## src/rtl/obsidian_dmem_arbiter.sv

```systemverilog
// ---------------------------------------------------------------------------
// obsidian_dmem_arbiter
//
// Purpose:
//   Sequencing controller and two-way arbiter for the single-port,
//   fixed-latency data memory behind the MEM stage. The pipeline MEM stage
//   and a loader/debug port share the memory. An access is one mem_en strobe
//   followed by MEM_LAT cycles of waiting. The requester that owns the
//   access then gets a one-cycle done pulse and, for reads, a registered
//   copy of the data. When both requesters want the memory in the same
//   idle cycle, they take turns (round-robin).
//
// Ports:
//   clk, rst_n                 clock and asynchronous active-low reset
//   pipe_rd / pipe_wr          MEM-stage load / store request (read wins)
//   pipe_addr, pipe_wdata      MEM-stage word address and store data
//   pipe_rdata, pipe_done      registered load data, completion pulse
//   pipe_stall                 combinational pipeline hold
//   ldr_req, ldr_we            loader request and direction (1 = write)
//   ldr_addr, ldr_wdata        loader word address and write data
//   ldr_rdata, ldr_done        registered loader read data, completion pulse
//   mem_en, mem_we             one-cycle access strobe, write enable
//   mem_addr, mem_wdata        memory address and write data (held per access)
//   mem_rdata                  memory read data, sampled MEM_LAT edges after
//                              the strobe edge
// ---------------------------------------------------------------------------
module obsidian_dmem_arbiter #(
   parameter int ADDR_W  = 10,
   parameter int DATA_W  = 32,
   parameter int MEM_LAT = 2
) (
   input  logic              clk,
   input  logic              rst_n,
   input  logic              pipe_rd,
   input  logic              pipe_wr,
   input  logic [ADDR_W-1:0] pipe_addr,
   input  logic [DATA_W-1:0] pipe_wdata,
   output logic [DATA_W-1:0] pipe_rdata,
   output logic              pipe_done,
   output logic              pipe_stall,
   input  logic              ldr_req,
   input  logic              ldr_we,
   input  logic [ADDR_W-1:0] ldr_addr,
   input  logic [DATA_W-1:0] ldr_wdata,
   output logic [DATA_W-1:0] ldr_rdata,
   output logic              ldr_done,
   output logic              mem_en,
   output logic              mem_we,
   output logic [ADDR_W-1:0] mem_addr,
   output logic [DATA_W-1:0] mem_wdata,
   input  logic [DATA_W-1:0] mem_rdata
);

   // The counter holds MEM_LAT-1 at most. A one-bit counter is kept even for
   // MEM_LAT = 1, so the vector width never collapses to zero.
   localparam int               CNT_W    = (MEM_LAT > 1) ? $clog2(MEM_LAT) : 1;
   localparam logic [CNT_W-1:0] CNT_INIT = CNT_W'(MEM_LAT - 1);

   typedef enum logic { IDLE, ACCESS } arbState_e;
   typedef enum logic { OWN_PIPE, OWN_LDR } owner_e;

   arbState_e         state_q, state_d;
   owner_e            owner_q, owner_d;
   owner_e            lastOwner_q, lastOwner_d;
   logic [CNT_W-1:0]  cnt_q, cnt_d;
   logic              memEn_q, memEn_d;
   logic              memWe_q, memWe_d;
   logic [ADDR_W-1:0] memAddr_q, memAddr_d;
   logic [DATA_W-1:0] memWdata_q, memWdata_d;
   logic [DATA_W-1:0] pipeRdata_q, pipeRdata_d;
   logic [DATA_W-1:0] ldrRdata_q, ldrRdata_d;
   logic              pipeDone_q, pipeDone_d;
   logic              ldrDone_q, ldrDone_d;

   logic              pipeElig;
   logic              ldrElig;
   logic              grantPipe;

   // A requester is masked in the cycle that carries its own done pulse.
   // The request lines are still high in that cycle because the requester
   // has not yet seen its release. Without the mask, the requester would be
   // granted a second, duplicate access.
   assign pipeElig = (pipe_rd | pipe_wr) & ~pipeDone_q;
   assign ldrElig  = ldr_req & ~ldrDone_q;

   // The pipeline is held for as long as it has a memory operation that has
   // not been released by its done pulse, whether waiting or in flight.
   assign pipe_stall = (pipe_rd | pipe_wr) & ~pipeDone_q;

   assign pipe_rdata = pipeRdata_q;
   assign pipe_done  = pipeDone_q;
   assign ldr_rdata  = ldrRdata_q;
   assign ldr_done   = ldrDone_q;
   assign mem_en     = memEn_q;
   assign mem_we     = memWe_q;
   assign mem_addr   = memAddr_q;
   assign mem_wdata  = memWdata_q;

   // State register. On reset, the loader is recorded as the last owner so
   // that the pipeline wins the first tie after reset.
   always_ff @(posedge clk or negedge rst_n) begin
      if (!rst_n) begin
         state_q     <= IDLE;
         owner_q     <= OWN_PIPE;
         lastOwner_q <= OWN_LDR;
         cnt_q       <= '0;
         memEn_q     <= 1'b0;
         memWe_q     <= 1'b0;
         memAddr_q   <= '0;
         memWdata_q  <= '0;
         pipeRdata_q <= '0;
         ldrRdata_q  <= '0;
         pipeDone_q  <= 1'b0;
         ldrDone_q   <= 1'b0;
      end else begin
         state_q     <= state_d;
         owner_q     <= owner_d;
         lastOwner_q <= lastOwner_d;
         cnt_q       <= cnt_d;
         memEn_q     <= memEn_d;
         memWe_q     <= memWe_d;
         memAddr_q   <= memAddr_d;
         memWdata_q  <= memWdata_d;
         pipeRdata_q <= pipeRdata_d;
         ldrRdata_q  <= ldrRdata_d;
         pipeDone_q  <= pipeDone_d;
         ldrDone_q   <= ldrDone_d;
      end
   end

   // Next-state logic.
   // IDLE grants an eligible requester. On a tie, the requester that did not
   // own the previous access wins. ACCESS drops the strobe after one cycle
   // and counts down the latency. On the last edge it captures the read data
   // for the owner and returns to IDLE with the owner's done pulse set. The
   // done cycle is itself an IDLE cycle, so the other requester can be
   // granted in that cycle without a bubble.
   always_comb begin
      state_d     = state_q;
      owner_d     = owner_q;
      lastOwner_d = lastOwner_q;
      cnt_d       = cnt_q;
      memEn_d     = memEn_q;
      memWe_d     = memWe_q;
      memAddr_d   = memAddr_q;
      memWdata_d  = memWdata_q;
      pipeRdata_d = pipeRdata_q;
      ldrRdata_d  = ldrRdata_q;
      pipeDone_d  = 1'b0;
      ldrDone_d   = 1'b0;
      grantPipe   = pipeElig & (~ldrElig | (lastOwner_q == OWN_LDR));

      case (state_q)
         IDLE: begin
            if (pipeElig | ldrElig) begin
               if (grantPipe) begin
                  owner_d     = OWN_PIPE;
                  lastOwner_d = OWN_PIPE;
                  memAddr_d   = pipe_addr;
                  memWe_d     = pipe_wr & ~pipe_rd;
                  memWdata_d  = pipe_wdata;
               end else begin
                  owner_d     = OWN_LDR;
                  lastOwner_d = OWN_LDR;
                  memAddr_d   = ldr_addr;
                  memWe_d     = ldr_we;
                  memWdata_d  = ldr_wdata;
               end
               memEn_d = 1'b1;
               cnt_d   = CNT_INIT;
               state_d = ACCESS;
            end
         end

         ACCESS: begin
            memEn_d = 1'b0;
            if (cnt_q != '0) begin
               cnt_d = cnt_q - CNT_W'(1);
            end else begin
               if (owner_q == OWN_PIPE) begin
                  pipeDone_d = 1'b1;
                  if (!memWe_q) begin
                     pipeRdata_d = mem_rdata;
                  end
               end else begin
                  ldrDone_d = 1'b1;
                  if (!memWe_q) begin
                     ldrRdata_d = mem_rdata;
                  end
               end
               memWe_d = 1'b0;
               state_d = IDLE;
            end
         end
      endcase
   end

endmodule

```

## config.mk

```make
export PLATFORM = sky130hd
export DESIGN_NAME = obsidian_dmem_arbiter
export DESIGN_NICKNAME = d
export VERILOG_FILES = /design/src/rtl/obsidian_dmem_arbiter.sv
export SDC_FILE = /design/constraint.sdc
export NUM_CORES = 1
export LEC_CHECK = 0
export CAP_MARGIN = 20
export CORE_MARGIN = 2
export CORE_UTILIZATION = 24
export DETAILED_ROUTE_END_ITERATION = 10
export RECOVER_POWER = 25
export SYNTH_ARGS = -nofsm -noshare
export SYNTH_HDL_FRONTEND = slang
export SYNTH_SLANG_ARGS = --single-unit
```

## constraint.sdc

```tcl
create_clock -name clk -period 1.7 [get_ports clk]
set_input_delay 0.51 -clock clk [delete_from_list [all_inputs] [get_ports clk]]
set_output_delay 0.51 -clock clk [all_outputs]
set_load 0.01 [all_outputs]
```

---- Yosys cells after proc, flatten, opt, wreduce, memory -nomap -nowiden ----
Cells that the tools add are included.
word-level totals
  bits in registers ....................... 114
  input port bits ......................... 122
  output and inout port bits .............. 111
  logic and storage cells ................. 54
operators by class
  add/sub/neg operators ................... 1
  equal/unequal tests ..................... 2
  mux-type cells .......................... 20
  bitwise gates (word level) .............. 15
  reductions and logical operators ........ 4
operator list
  kind                                      count
  32-bit two-way mux                        1
  1-bit two-way mux                         14
  10-bit two-way mux                        1
  1-bit inverter                            8
  1-bit one-hot mux with 2 select lines     4
  4-bit AND reduction                       2
  1-bit bitwise AND                         4
  2-bit != test (second input constant)     2
  2-bit AND reduction                       2
  1-bit OR                                  3
  1-bit subtractor (second input constant)  1

---- Depth between registers and ports, before layout ----
Gate-level depths: netlist (run 1).
  depth after elaboration ................. 8
  mapped depth ............................ 6
  mapped depth without buffers ............ 4

---- Least setup slack after synthesis (run 1) ----
No wires, ideal clock.
  path kind ............................... input to output
  start ................................... input pipe_wr
  end ..................................... output pipe_stall
  arrival time ............................ 1,148 ps
  required time ........................... 1,190 ps
  path slack .............................. 42 ps
  stages on the path ...................... 3
  path buffers ............................ 1
  path through ............................ o21bai_4 > clkinv_1 > clkbuf_1
on the way
  word-level cells in the longest chain between the ends .. 2
RTL lines
  item               line  RTL
  from (decl)        35    input logic pipe_wr,
  1-bit OR           88    assign pipe_stall = (pipe_rd | pipe_wr) & ~pipeDone_q;
  1-bit bitwise AND  88
  to (decl)          40    output logic pipe_stall,
Every way passes these cells.

---- Final worst setup path (run 1) ----
  start ................................... register pipeDone_q, in the netlist pipe_done
  end ..................................... output pipe_stall
on the way
  word-level cells in the longest chain between the ends .. 2
RTL lines
  item                    line  RTL
  from (decl)             72    logic pipeDone_q, pipeDone_d;
  from (signal assigned)  126   pipeDone_q <= pipeDone_d;
  1-bit inverter          88
  1-bit bitwise AND       88
Every way passes these cells.

==> qor_table.md, run 1 <==
| Result | Value |
| --- | --- |
| Total placed instance area | 0.007890 mm² |
| Setup violation total in the final timing report | 0 |
| Starting Density | 0.2431 |
| Final Max Tran Viols | 0 |
| Total routing resource utilization after global routing | 0.1412 |
| Maximum operating frequency | 607.1 MHz |
| Largest net degree at the start of global routing | 68 |
| Number of core rows | 53 |
| Pwr per Cell Area | 1938 mW/mm² |
| IO Count | 233 |
| Clock-pin transition on the worst setup and hold timing paths | 0.06 ns |
| Type of the setup path with the least slack | reg2out |
| First drt pass iteration count | 5 |
| Antenna Diode Count | 0 |
| Hold-fix buffer count after cts | 0 |
| Clk_skew | 0.005662 ns |
| Outcome | finished, final reports clean |
| Biggest fanout along the worst timing path | 2 |
| Nature of the critical path endpoint | primary output |
| Number of DRC violations after detailed routing | 0 |
| Multiplexer fraction of the synthesized cell area | 0.1680 |
| Post-Synthesis Cell Area | 0.005094 mm² |
| Synthesized area per cell | 12.24 µm² |
| Combinational family with the most area after synthesis | compound AO/OA/AOI/OAI gates |
| GPL Wtd Cong | 0.8267 |
| Detailed placer's ending HPWL | 11130 µm |
| Most frequent cells in the layout | clkdlybuf4s50_1 (118), dfrtp_1 (111), dlygate4sd2_1 (108) |
| Period Utilization, post-route | 0.9690 |
| Core occupancy in the finished layout | 0.3985 |
| Adder-cell share of the synthesized area | 0 |
| Cell chosen for the clock root | clkbuf_16 |
| Required time at the worst-slack endpoint | 1.19 ns |
| Measured slew at the worst slew-check pin | 1.207 ns |
| Post-DR wirelength/cell | 17.01 µm |
| Via count of the routed design | 4513 |
| Total of fill cells in the finished design | 2060 |
| Arrival time at the worst endpoint | 1.14 ns |
| Sink Count | 113 |
| RSZ-0062 raised after global routing | true |
| Largest voltage drop on the vdd net | 0.8699 mV |
| Synth Area in Simple Gates | 0.06239 |
| Post-synthesis sequential element count | 113 |
| Hold Slack | 0.3773 ns |
| Number of antenna violations at the first check in global routing | 0 |
| Via count of the first global-routing pass | 4691 |
| Slew HR | 0.1953 |
| Leakage | 3.462 nW |
| Worst slack after detailed placement | -0.6400 ns |
| Vias per inst | 4.806 |
| Nets | 773 |
| Height of the die | 149.7 µm |
| Port Buffers | 232 |
| X dimension of the die | 149.7 µm |
| Count of unique library cells instantiated by Yosys | 32 |
| Number of violations reported at the end of detailed-routing iteration 0 | 167 |
| Number of clock buffers inserted by TritonCTS | 17 |
| Sequential fraction of the synthesis area | 0.5554 |
| Clock tree from TritonCTS | done |
| Clock Path Buffers | 2 |
| Worst-skew pair later-pin latency | 0.40 ns |
| Most common cell after layout, fill and taps aside | clkdlybuf4s50_1 |
| DIE AREA | 0.02240 mm² |
| Yosys warnings | 0 |
| Core Area | 0.02096 mm² |
| P&R area growth vs syn | 63.94% |
| Post-route cell area | 0.008351 mm² |
| Routed wire length | 15970 µm |
| Number of routed nets with antenna violations | 0 |
| Final critical-path required period | 1.647 ns |
| Max_cap viols | 0 |
| Congestion Overflow GR | 0 |
| Post-synthesis share of cell area spent on xor and xnor gates | 0 |
| Nets in the synthesized netlist | 538 |
| Worst setup SP type | flop |
| HP Class | in2async |
| Global-route wire length before repair | 24780 µm |
| Final Hold Viols | 0 |
| Synthesized-area fraction occupied by ao, oa, aoi and oai cells | 0.1685 |
| Number of instances in the synthesized netlist | 416 |
| Min setup slack post-route | 0.05269 ns |
| Share of post-route cells with drive strength above 1 | 0.2063 |
| Count of H-tree levels built during CTS | 4 |
-- area by class of cell --
| type | count | area, µm² | share of cell area |
|---|---|---|---|
| clock buffer | 18 | 439.2 | 0.05259 |
| tap | 275 | 344.1 | 0.04120 |
| clock inverter | 14 | 180.2 | 0.02158 |
| multi-input combinational | 256 | 2066 | 0.2474 |
| timing repair buffer | 258 | 2470 | 0.2958 |
| sequential | 113 | 2830 | 0.3389 |
| inverter | 5 | 21.27 | 0.002547 |
-- metrics by stage --
step | power [mW] | setup TNS [ns] | cells
after global placement | 13.35 | -20.48 | 906
after CTS | 16.42 | 0 | 939
after global routing | 17.26 | -0.01633 | 939
final | 16.18 | 0 | 939
after floorplan | 9.117 | 0 | 416
after detailed placement | 13.55 | -21.95 | 906
-- repair_timing --
item                                    in CTS  in global routing
endpoints found under the setup margin     155                  8
pin swaps                                    1                  0
resized for setup                          125                  4
buffers inserted                             1                  0
-- logic make-up (layout without fill, tap and decap cells) --
kind of cell / after synthesis / after routing
mux: 66 / 66
flops: 113 / 113
compound gates: 134 / 134
buf+inv: 47 / 295
simple gates: 56 / 56
-- critical path, stage by stage, from the launching register on --
cell and delay (ns):
dfrtp_1 0.38, o21bai_4 0.19, inv_4 0.07, buf_6 0.09
-- cells in the mapped netlist (all sizes together) --
| master | n | area [µm²] |
|---|---|---|
| dfstp | 1 | 26.28 |
| a31oi | 45 | 281.5 |
| a2111o | 1 | 11.26 |
| nand2b | 2 | 12.51 |
| nand2 | 1 | 3.750 |
| nor2 | 2 | 7.510 |
| buf | 22 | 138.9 |
| nor3 | 1 | 10.01 |
| clkbuf | 20 | 75.07 |
| o31ai | 1 | 7.510 |
| and2 | 1 | 8.760 |
| or3b | 1 | 8.760 |
| nor2b | 1 | 6.260 |
| a21oi | 2 | 13.76 |
| and3 | 1 | 6.260 |
| or2 | 1 | 6.260 |
| inv | 4 | 15.01 |
| o21ai | 42 | 210.2 |
| o21bai | 1 | 18.77 |
| mux2 | 66 | 855.8 |
| clkinv | 1 | 3.750 |
| and3b | 1 | 12.51 |
| dfrtp | 112 | 2803 |
| nand3 | 42 | 210.2 |
| a211oi | 42 | 315.3 |
| nor3b | 2 | 25.02 |
-- flip-flops by register name, summed over array words and instances, names as in the netlist --
register,cells
cnt_q,1
lastOwner_q,1
ldr_done,1
ldr_rdata,32
mem_addr,10
mem_wdata,32
mem_we,1
owner_q,1
pipe_done,1
pipe_rdata,32
state_q,1
-- routing by layer --
| layer | wire length, µm | up-vias | track usage |
|---|---|---|---|
| li1 | - | 2043 | - |
| met5 | 0 | - | 0 |
| met3 | 1656 | 26 | 0.06006 |
| met2 | 7518 | 255 | 0.2271 |
| met4 | 250 | 0 | 0.04858 |
| met1 | 6544 | 2189 | 0.1700 |
-- report_power, final --
group / switching (mW) / total (mW) / internal (mW)
Combinational: 3.69 / 7.61 / 3.93
Clock: 1.33 / 3.70 / 2.36
Sequential: 0.765 / 4.87 / 4.10
-- worst paths after layout --
kind | cells past startpoint | to | slack, ns | startpoint
setup reg to reg | 6 | mem_wdata[0] | 0.07 | ldr_done
hold / removal | 2 | ldr_rdata[6] | 0.38 | rst_n
max in group asynchronous | 2 | ldr_done | 0.37 | rst_n
setup / recovery | 3 | pipe_stall | 0.05 | pipe_done
hold reg to reg | 1 | pipe_rdata[10] | 0.48 | pipe_rdata[10]
min in group clk | 1 | pipe_rdata[10] | 0.48 | pipe_rdata[10]
No activity file was read; power rests on OpenSTA's default activity.
==> run 2, diff against run 1 <==
==> constraint.sdc (replaced) <==
create_clock -name clk -period 1.78 [get_ports clk]
set_input_delay 0.534 -clock clk [delete_from_list [all_inputs] [get_ports clk]]
set_output_delay 0.534 -clock clk [all_outputs]
set_load 0.01 [all_outputs]
==> run 2 against run 1 <==
  * Combinational power is 5.5% lower
  * Sequential power is 4.1% lower
  * Flip-flop and latch count did not move
  * Largest cell class unchanged
==> qor_table.md, run 2 (synthesis gave the netlist of run 1 again) <==
| Result | Value | vs previous |
| --- | --- | --- |
| DIE AREA | 0.02240 mm² | unchanged |
| Cell chosen for the clock root | clkbuf_16 | unchanged |
| Post-DR wirelength/cell | 17.00 µm | was 17.01 µm |
| Clock-pin transition on the worst setup and hold timing paths | 0.05 ns | was 0.06 ns |
| Number of placed cells counting well taps | 906 | unchanged |
| Global-route wire length before repair | 25050 µm | was 24780 µm |
| Type of the setup path with the least slack | in2out | was reg2out |
| Height of the die | 149.7 µm | unchanged |
| Via count of the first global-routing pass | 4692 | was 4691 |
| Number of clock buffers inserted by TritonCTS | 17 | unchanged |
| Sink Count | 113 | unchanged |
| P&R area growth vs syn | 62.61% | was 63.94% |
| Worst slack after detailed placement | -0.6351 ns | was -0.6400 ns |
| Number of routed nets with antenna violations | 0 | unchanged |
| Worst-skew pair later-pin latency | 0.41 ns | was 0.40 ns |
| Slew HR | 0.1992 | was 0.1953 |
| Buffer count from post-CTS setup fixing | 0 | was 1 |
| Pwr per Cell Area | 1825 mW/mm² | was 1938 mW/mm² |
| Number of DRC violations after detailed routing | 0 | unchanged |
| R2r setup slk | 0.19 ns | was 0.07 ns |
| Setup violation total in the final timing report | 0 | unchanged |
| Total of fill cells in the finished design | 2026 | was 2060 |
| Max_cap viols | 0 | unchanged |
| First drt pass iteration count | 5 | unchanged |
| Worst setup SP type | primary input | was flop |
| Final critical-path required period | 1.715 ns |  |
| Routed wire length | 15950 µm | was 15970 µm |
| HP Class | in2async | unchanged |
| Final Max Tran Viols | 0 | unchanged |
| Post-route cell area | 0.008283 mm² | was 0.008351 mm² |
| Total negative setup slack | 0 ns | unchanged |
| Starting Density | 0.2431 | unchanged |
| Biggest fanout along the worst timing path | 3 | was 2 |
| Outcome | finished, final reports clean | unchanged |
| Measured slew at the worst slew-check pin | 1.201 ns | was 1.207 ns |
| RSZ-0062 raised after global routing | false | was true |
| Core Area | 0.02096 mm² | unchanged |
| Maximum operating frequency | 583.2 MHz |  |
| GPL Wtd Cong | 0.8309 | was 0.8267 |
| Period Utilization, post-route | 0.9633 |  |
| Clock Path Buffers | 2 | unchanged |
| Most frequent cells in the layout | clkdlybuf4s50_1 (118), dfrtp_1 (111), dlygate4sd2_1 (110) | was clkdlybuf4s50_1 (118), dfrtp_1 (111), dlygate4sd2_1 (108) |
| X dimension of the die | 149.7 µm | unchanged |
| Non-filler instance count after layout | 938 | was 939 |
| Largest voltage drop on the vdd net | 0.6957 mV | was 0.8699 mV |
| Nets | 772 | was 773 |
| Congestion Overflow GR | 0 | unchanged |
| Hold Slack | 0.4083 ns | was 0.3773 ns |
| Largest net degree at the start of global routing | 68 | unchanged |
| Nature of the critical path endpoint | primary output | unchanged |
| Vias per inst | 4.819 | was 4.806 |
| Hold-fix buffer count after cts | 0 | unchanged |
| Leakage | 3.425 nW | was 3.462 nW |
| Most common cell after layout, fill and taps aside | clkdlybuf4s50_1 | unchanged |
| Count of H-tree levels built during CTS | 4 | unchanged |
| Total routing resource utilization after global routing | 0.1430 | was 0.1412 |
| Clk_skew | 0.007008 ns | was 0.005662 ns |
| Worst reg2reg path startpoint | pipe_done | was ldr_done |
| Clock tree from TritonCTS | done | unchanged |
| Detailed placer's ending HPWL | 11080 µm | was 11130 µm |
| Number of antenna violations at the first check in global routing | 0 | unchanged |
| Number of violations reported at the end of detailed-routing iteration 0 | 248 | was 167 |
| Required time at the worst-slack endpoint | 1.25 ns | was 1.19 ns |
| CTS resizes | 121 | was 125 |
| Worst Setup SP | pipe_rd | was pipe_done |
| Port Buffers | 232 | unchanged |
| IO Count | 233 | unchanged |
| Min setup slack post-route | 0.06530 ns | was 0.05269 ns |
| Antenna Diode Count | 0 | unchanged |
| Final Hold Viols | 0 | unchanged |
| Arrival time at the worst endpoint | 1.18 ns | was 1.14 ns |
| Total placed instance area | 0.007878 mm² | was 0.007890 mm² |
| Number of core rows | 53 | unchanged |
| Via count of the routed design | 4520 | was 4513 |
| Share of post-route cells with drive strength above 1 | 0.2021 | was 0.2063 |
## run 2: changes by cell type in the layout (fill, tap and decap cells not counted), sizes merged
cell         previous run  this run
clkinvlp                2         5
inv                     8         5
bufinv                  3         1
dlygate4sd2           108       110
clkbuf                 22        23
buf                    26        24
## run 2: worst paths after layout
check                           cells past startpoint              to
worst max-delay path                                4      pipe_stall
worst min register to register                      1  pipe_rdata[14]
max in group asynchronous                           2        ldr_done
min in group clk                                    1  pipe_rdata[14]
worst max register to register                      5   mem_wdata[20]
worst min-delay path                                2   pipe_rdata[1]
## run 2: power by group
part / total (mW) / switching [mW] / internal [mW]
Combinational: 7.19 / 3.50 / 3.69
Sequential: 4.67 / 0.753 / 3.92
Clock: 3.26 / 1.23 / 2.03
Total: 15.1 / 5.48 / 9.64
## run 2: per-stage QoR
stage / power (mW) / util
after global routing: 16.15 / 0.3953
final: 15.12 / 0.3953
after CTS: 15.31 / 0.3968
after global placement: 12.70 / 0.3759
after detailed placement: 12.88 / 0.3759
after floorplan: 8.707 / -
## run 2: critical path: stages
cell           delay (ns)
dlygate4sd2_1        0.28
o21bai_4             0.14
clkinv_2             0.09
buf_2                0.15
## run 2: final cells by class
| cell class | count | area (µm²) | share of cell area |
|---|---|---|---|
| sequential | 113 | 2830 | 0.3417 |
| clock inverter | 12 | 108.9 | 0.01314 |
| tap | 275 | 344.1 | 0.04154 |
| timing repair buffer | 257 | 2447 | 0.2955 |
| inverter | 5 | 20.02 | 0.002417 |
| multi-input combinational | 256 | 2066 | 0.2494 |
| clock buffer | 20 | 466.7 | 0.05634 |
## run 2: per-layer routing
layer,track usage,up-vias,part of all wire
met5,0,-,0
met4,0.05236,0,0.023
met3,0.05183,26,0.088
met2,0.2252,243,0.46
met1,0.1805,2206,0.43
li1,-,2045,-
==> run 3, diff against run 2 <==
--- a/config.mk
+++ b/config.mk
@@ -13,3 +13,4 @@
 export SYNTH_ARGS = -nofsm -noshare
 export SYNTH_HDL_FRONTEND = slang
 export SYNTH_SLANG_ARGS = --single-unit
+export TNS_END_PERCENT = 100
==> results of run 3 <==
No change in the layout: final DEF, timing and power equal those of run 2.
